### src/rtl/and_gate.sv
// Pipelined bitwise AND of two WIDTH-bit operands with result reductions and a saturating hit counter.
// Define AND_GATE_COMB_EN to replace the STAGES-deep pipeline with a zero-latency combinational path.
module and_gate #(
    parameter int WIDTH  = 1,
    parameter int STAGES = 1
) (
    input  logic             clk,
    input  logic             rst_n,
    input  logic             in_valid,
    input  logic [WIDTH-1:0] a,
    input  logic [WIDTH-1:0] b,
    input  logic             clr,
    output logic [WIDTH-1:0] res,
    output logic             out_valid,
    output logic             res_all,
    output logic             res_any,
    output logic [15:0]      hit_cnt
);

    // Handshake: in_valid qualifies a/b in the cycle it is high; there is no ready, every
    // valid pair is taken. out_valid qualifies res/res_all/res_any; the consumer cannot stall.

`ifdef AND_GATE_COMB_EN

    assign res       = a & b;
    assign res_all   = &res;
    assign res_any   = |res;
    assign out_valid = in_valid;

`else

    logic [WIDTH-1:0] feed_d;
    logic             feed_v;

    generate
        if (STAGES > 1) begin : g_pipe
            logic [WIDTH-1:0] pipe_d [STAGES-1];
            logic [STAGES-2:0] pipe_v;

            // Data registers only load behind a valid bit, so bubble operands never enter.
            always_ff @(posedge clk or negedge rst_n) begin
                if (!rst_n) begin
                    pipe_v <= '0;
                    for (int k = 0; k < STAGES - 1; k++) begin
                        pipe_d[k] <= '0;
                    end
                end else begin
                    pipe_v[0] <= in_valid;
                    if (in_valid) begin
                        pipe_d[0] <= a & b;
                    end
                    for (int k = 1; k < STAGES - 1; k++) begin
                        pipe_v[k] <= pipe_v[k-1];
                        if (pipe_v[k-1]) begin
                            pipe_d[k] <= pipe_d[k-1];
                        end
                    end
                end
            end

            assign feed_d = pipe_d[STAGES-2];
            assign feed_v = pipe_v[STAGES-2];
        end else begin : g_direct
            assign feed_d = a & b;
            assign feed_v = in_valid;
        end
    endgenerate

    // Output stage is the last pipeline register; it holds through bubbles.
    always_ff @(posedge clk or negedge rst_n) begin
        if (!rst_n) begin
            res       <= '0;
            res_all   <= 1'b0;
            res_any   <= 1'b0;
            out_valid <= 1'b0;
        end else begin
            out_valid <= feed_v;
            if (feed_v) begin
                res     <= feed_d;
                res_all <= &feed_d;
                res_any <= |feed_d;
            end
        end
    end

`endif

    // Counts the edge that closes each cycle showing an all-ones delivered result.
    always_ff @(posedge clk or negedge rst_n) begin
        if (!rst_n) begin
            hit_cnt <= '0;
        end else if (clr) begin
            hit_cnt <= '0;
        end else if (out_valid && res_all && (hit_cnt != 16'hFFFF)) begin
            hit_cnt <= hit_cnt + 16'd1;
        end
    end

endmodule

### config.mk
export PLATFORM = sky130hd
export DESIGN_NAME = and_gate
export DESIGN_NICKNAME = d
export VERILOG_FILES = /design/src/rtl/and_gate.sv
export SDC_FILE = /design/constraint.sdc
export NUM_CORES = 1
export LEC_CHECK = 0
export ABC_CLOCK_PERIOD_IN_PS = 1900
export CAP_MARGIN = 20
export CORE_MARGIN = 3
export CORE_UTILIZATION = 35
export DETAILED_ROUTE_END_ITERATION = 7
export HOLD_SLACK_MARGIN = 0.06
export SYNTH_ARGS = -nofsm -noshare
export SYNTH_HDL_FRONTEND = slang
export SYNTH_SLANG_ARGS = --single-unit
### constraint.sdc
create_clock -name clk -period 1.9 [get_ports clk]
set_input_delay 0.285 -clock clk [delete_from_list [all_inputs] [get_ports clk]]
set_output_delay 0.285 -clock clk [all_outputs]
set_load 0.005 [all_outputs]
After elaboration in Yosys (flattened, before gate mapping)
Cells that the tools add are included.
{"block": "totals", "ff_bits": 18, "output_inout_bits": 20, "word_cells": 11}
{"block": "op_classes", "add_sub_neg": 1, "eq_ne": 1, "mux": 2, "bitwise": 1, "n_reduce_logical": 3}
{"cell": "$mux 16", "n": 2}
{"cell": "$add 16x1->16 const B", "n": 1}
{"cell": "$ne 16x16->1 const B", "n": 1}
{"cell": "$logic_and 1x1->1", "n": 2}
{"cell": "$reduce_bool 2->1", "n": 1}
{"cell": "$and 1x1->1", "n": 1}

Logic depth before layout (Yosys ltp)
Gate-level depths: netlist (run 1).
{"block": "logic_depth", "depth_word": 4, "ltp_mapped": 5, "mapped_depth_nobuf": 5}

Least setup slack after synthesis (run 1)
No wires, ideal clock.
{"block": "synth_timing", "path_kind": "register to register", "startpoint": "register hit_cnt[0]", "endpoint": "register hit_cnt[15]", "t_arrival_ns": 1.671, "t_required_ns": 1.822, "path_slack_ns": 0.151, "stages_incl_launch_ff": 6, "cell_sequence": "dfrtp_1 ha_1 and4_1 nor3b_2 or4_1 a21oi_1"}
{"block": "synth_via", "elab_chain_len": 3, "elab_cells_between_ends": 6}
{"element": "start, declared", "line": "17", "rtl": "output logic [15:0] hit_cnt"}
{"element": "start signal, assigned", "line": "95", "rtl": "hit_cnt <= hit_cnt + 16'd1;"}
{"element": "$add 16x1->16 / $ne 16x16->1 (equally long branches)", "line": "95, 94"}
{"element": "$mux 16 / $logic_and 1x1->1 (equally long branches)", "line": "94", "rtl": "end else if (out_valid && res_all && (hit_cnt != 16'hFFFF)) begin"}
{"element": "$mux 16 / $reduce_bool 2->1 (equally long branches)"}
Parallel ways exist; a longest one is shown, timed or not. The select of a mux whose other input is x is not followed.
A chain may end at the register's enable or synchronous reset.

Worst setup path after layout (run 1)
Same ends and word-level chain as after synthesis.

==> results of run 1 <==
path summary, 6_finish.rpt:
path / startpoint / endpoint / slack, ns / depth (start not counted)
max: hit_cnt[0] / hit_cnt[15] / 0.09 / 5
min: rst_n / hit_cnt[11] / 0.30 / 2
max reg2reg: hit_cnt[0] / hit_cnt[15] / 0.09 / 5
min reg2reg: hit_cnt[15] / hit_cnt[15] / 0.60 / 2
max in group asynchronous: rst_n / hit_cnt[0] / 1.40 / 2
min in group clk: in_valid / out_valid / 0.47 / 1
cells by family after synthesis:
family	count (synthesis)
mux	5
xor+xnor	1
simple gates	49
flops	18
compound gates	25
buf+inv	6
fa+ha+maj	1
per-layer routing:
| layer | GRT usage [%] | up-vias | routed length (um) |
|---|---|---|---|
| li1 | - | 457 | - |
| met1 | 18.36 | 434 | 1130 |
| met2 | 21.30 | 24 | 965 |
| met3 | 2.592 | 4 | 84 |
| met4 | 6.646 | 0 | 43 |
| met5 | 0 | - | 0 |
what timing repair did:
| action | 4_1_cts | 5_1_grt |
|---|---|---|
| buffers inserted | 0 | 1 |
| gates resized for setup | 0 | 4 |
| endpoints found under the setup margin | 0 | 2 |
per-stage QoR:
stage               power [mW]  worst slack, ns  cells  instance area (sq um)  hold slack, ns
finish                  0.6986          0.08692    165                   1374          0.3039
detailed placement      0.4588          0.07854    160                   1315          0.5781
global placement        0.4585           0.1334    160                   1315          0.5688
global route            0.7219         0.003001    165                   1374          0.3218
floorplan               0.4205           0.1508    105                   1026        -0.01059
CTS                     0.7030          0.04493    164                   1351          0.3141
synth_stat cells:
cell       number
dfrtp_1        18
nor2_1          6
nor3_1          1
a31oi_1         1
o2111ai_1       1
clkbuf_1        2
and4_4          1
mux2i_1         1
nand2b_1        2
buf_4           2
o21ai_0         6
xnor2_1         1
and2_1          2
or3_1           5
nand4_4         1
inv_1           2
nand4_1         4
and3_2          1
ha_1            1
nor3b_2         1
a21boi_1        1
nor2b_1         4
and2_0          1
a21oi_1        12
or4_1           4
nand2_1         4
and4_1          2
o31ai_1         4
nand4_2         2
nor3_2          1
nor4_1          1
nand3_1         6
mux2_1          4
power by group:
| group | switching (mW) | total [mW] | internal (mW) |
|---|---|---|---|
| clock | 0.130 | 0.247 | 0.117 |
| combinational | 0.0266 | 0.0595 | 0.0329 |
| sequential | 0.00445 | 0.392 | 0.387 |
flip-flops by register name (all words and copies together), names as in the netlist:
register and cells:
res_all 1, hit_cnt 16, out_valid 1
final cells by class:
cell class              instances  area share (%)
flip-flops and latches         18           32.79
inverters                       2          0.5464
well taps                      31           2.823
multi-input cells              81           40.80
clock buffers                   4           2.641
repair buffers                 29           20.40
==> key figures, run 1 <==
Cells and area
  • # diodes: 0
  • Syn-to-layout area delta: 33.90%
  • Commonest non-fill, non-tap cells in the layout: clkdlybuf4s50_1, dfrtp_1, a21oi_1
  • Fill cell count: 256
  • Footprint of the multi-input gates: 560.5 sq um
  • Final #Nets: 142
  • Commonest non-fill, non-tap cell in the layout: clkdlybuf4s50_1
  • Register area: 450.4 sq um
  • Fin util: 49.39%
  • Layout cells sized above 1: 13.43%

Global routing
  • Total track usage: 13.80%
  • Largest net degree at the start of global routing: 19
  • GRT overflow: 0
  • First-pass GRT wire length: 3712 um
  • Vias in the first global route: 868
  • Antenna violations before repair: 0

Synthesis
  • Sequential element share of the synthesized area: 43.90%
  • Post-synth top area cell: dfrtp_1
  • Mux cell area share after synthesis: 5.366%
  • Synth Warn #: 0
  • Largest family of logic cells by synthesized area: simple AND/OR/NAND/NOR gates
  • Synth area leaders: dfrtp_1, a21oi_1, mux2_1, or3_1, nand3_1
  • Yosys top cell area share: 43.90%
  • Simple-gate share of the synthesized area: 31.83%
  • Syn_area_per_cell: 9.771 sq um
  • Synth Area in Compound Gates: 13.90%
  • Synth Area in Adders: 1.220%
  • Cells after Synth: 105
  • Cell Area, Synth: 1026 sq um
  • XOR/XNOR share of the synthesized area: 0.8537%
  • Cell variety after synth: 33
  • Flops & latches, synth: 18
  • Post-synthesis net count: 112

Detailed routing
  • WL/cell: 13.47 um
  • Final WL: 2223 um
  • ANT nets after route: 0
  • Vias: 919
  • Mean number of vias per cell: 5.570
  • Residual DRC count: 0
  • Iter 0 DRT Violations: 40
  • DRT Pass-1 Iters: 5

STA
  • Final setup fails: 0
  • Fmax achieved: 551.5 MHz
  • Slew margin rel.: 71.27%
  • Fin crit period: 1.813 ns
  • RSZ-0062 raised after global routing: false
  • Max Slew Vio Count: 0
  • Final Hold Violating Endpoints: 0
  • Fin crit share: 95.43%
  • Worst Skew: 0.0006434 ns
  • Setup_tns: 0 ns
  • Worst Tran Pin Value: 0.4271 ns

Power and ir drop
  • VDD IR max: 487.2 uV
  • PD cells: 508.5 nW/um^2
  • LEAKAGE: 0.5699 nW

Clock tree
  • TritonCTS Sinks: 18
  • Clock-pin slew on the worst setup and hold paths: 0.11 ns
  • Hold_buf cts: 0
  • Clock Tree Root: clkbuf_4
  • TritonCTS clock tree: done
  • Worst-Skew Late Latency: 0.30 ns
  • # H-tree levels: 1
  • CTS buffer count: 3
  • Largest buffer count on any clock path: 2

Floorplan
  • Width of the die: 60.14 um
  • Die height: 60.14 um
  • Standard-cell rows: 19
  • Area of the core: 2781 sq um
  • Initial Util: 36.89%
  • Ports: 26
  • Die area: 3617 sq um

Setup path
  • CP Data Arrival Time: 2.05 ns
  • Largest stage delay on the critical path: 0.52 ns
  • Required time of the critical path: 2.14 ns
  • CP cell instances: ha_1 > and4_2 > nor3b_4 > or4_4 > a21oi_2
  • Critical path's slowest cell: or4_4
  • Worst path bufs/invs: 0
  • Max Fanout on Critical Path: 9
  • Crit end category: register
  • CP startpoint kind: register
  • CP top delay family: simple AND/OR/NAND/NOR gates
  • Critical setup path kind: reg -> reg

Run status
  • Status: completed

Flow run
  • MaxCap Viol Count: 0

Worst hold path
  • Worst hold path type: in -> async

Placement
  • Port bufs: 25
  • Routability cong.: 0.7140
No activity file was read; power rests on OpenSTA's default activity.
==> run 2, diff against run 1 <==
--- a/config.mk
+++ b/config.mk
@@ -11,6 +11,7 @@
 export CORE_UTILIZATION = 35
 export DETAILED_ROUTE_END_ITERATION = 7
 export HOLD_SLACK_MARGIN = 0.06
+export SKIP_LAST_GASP = 1
 export SYNTH_ARGS = -nofsm -noshare
 export SYNTH_HDL_FRONTEND = slang
 export SYNTH_SLANG_ARGS = --single-unit
==> results of run 2 <==
The final DEF is identical to that of run 1; final timing and power are the same.
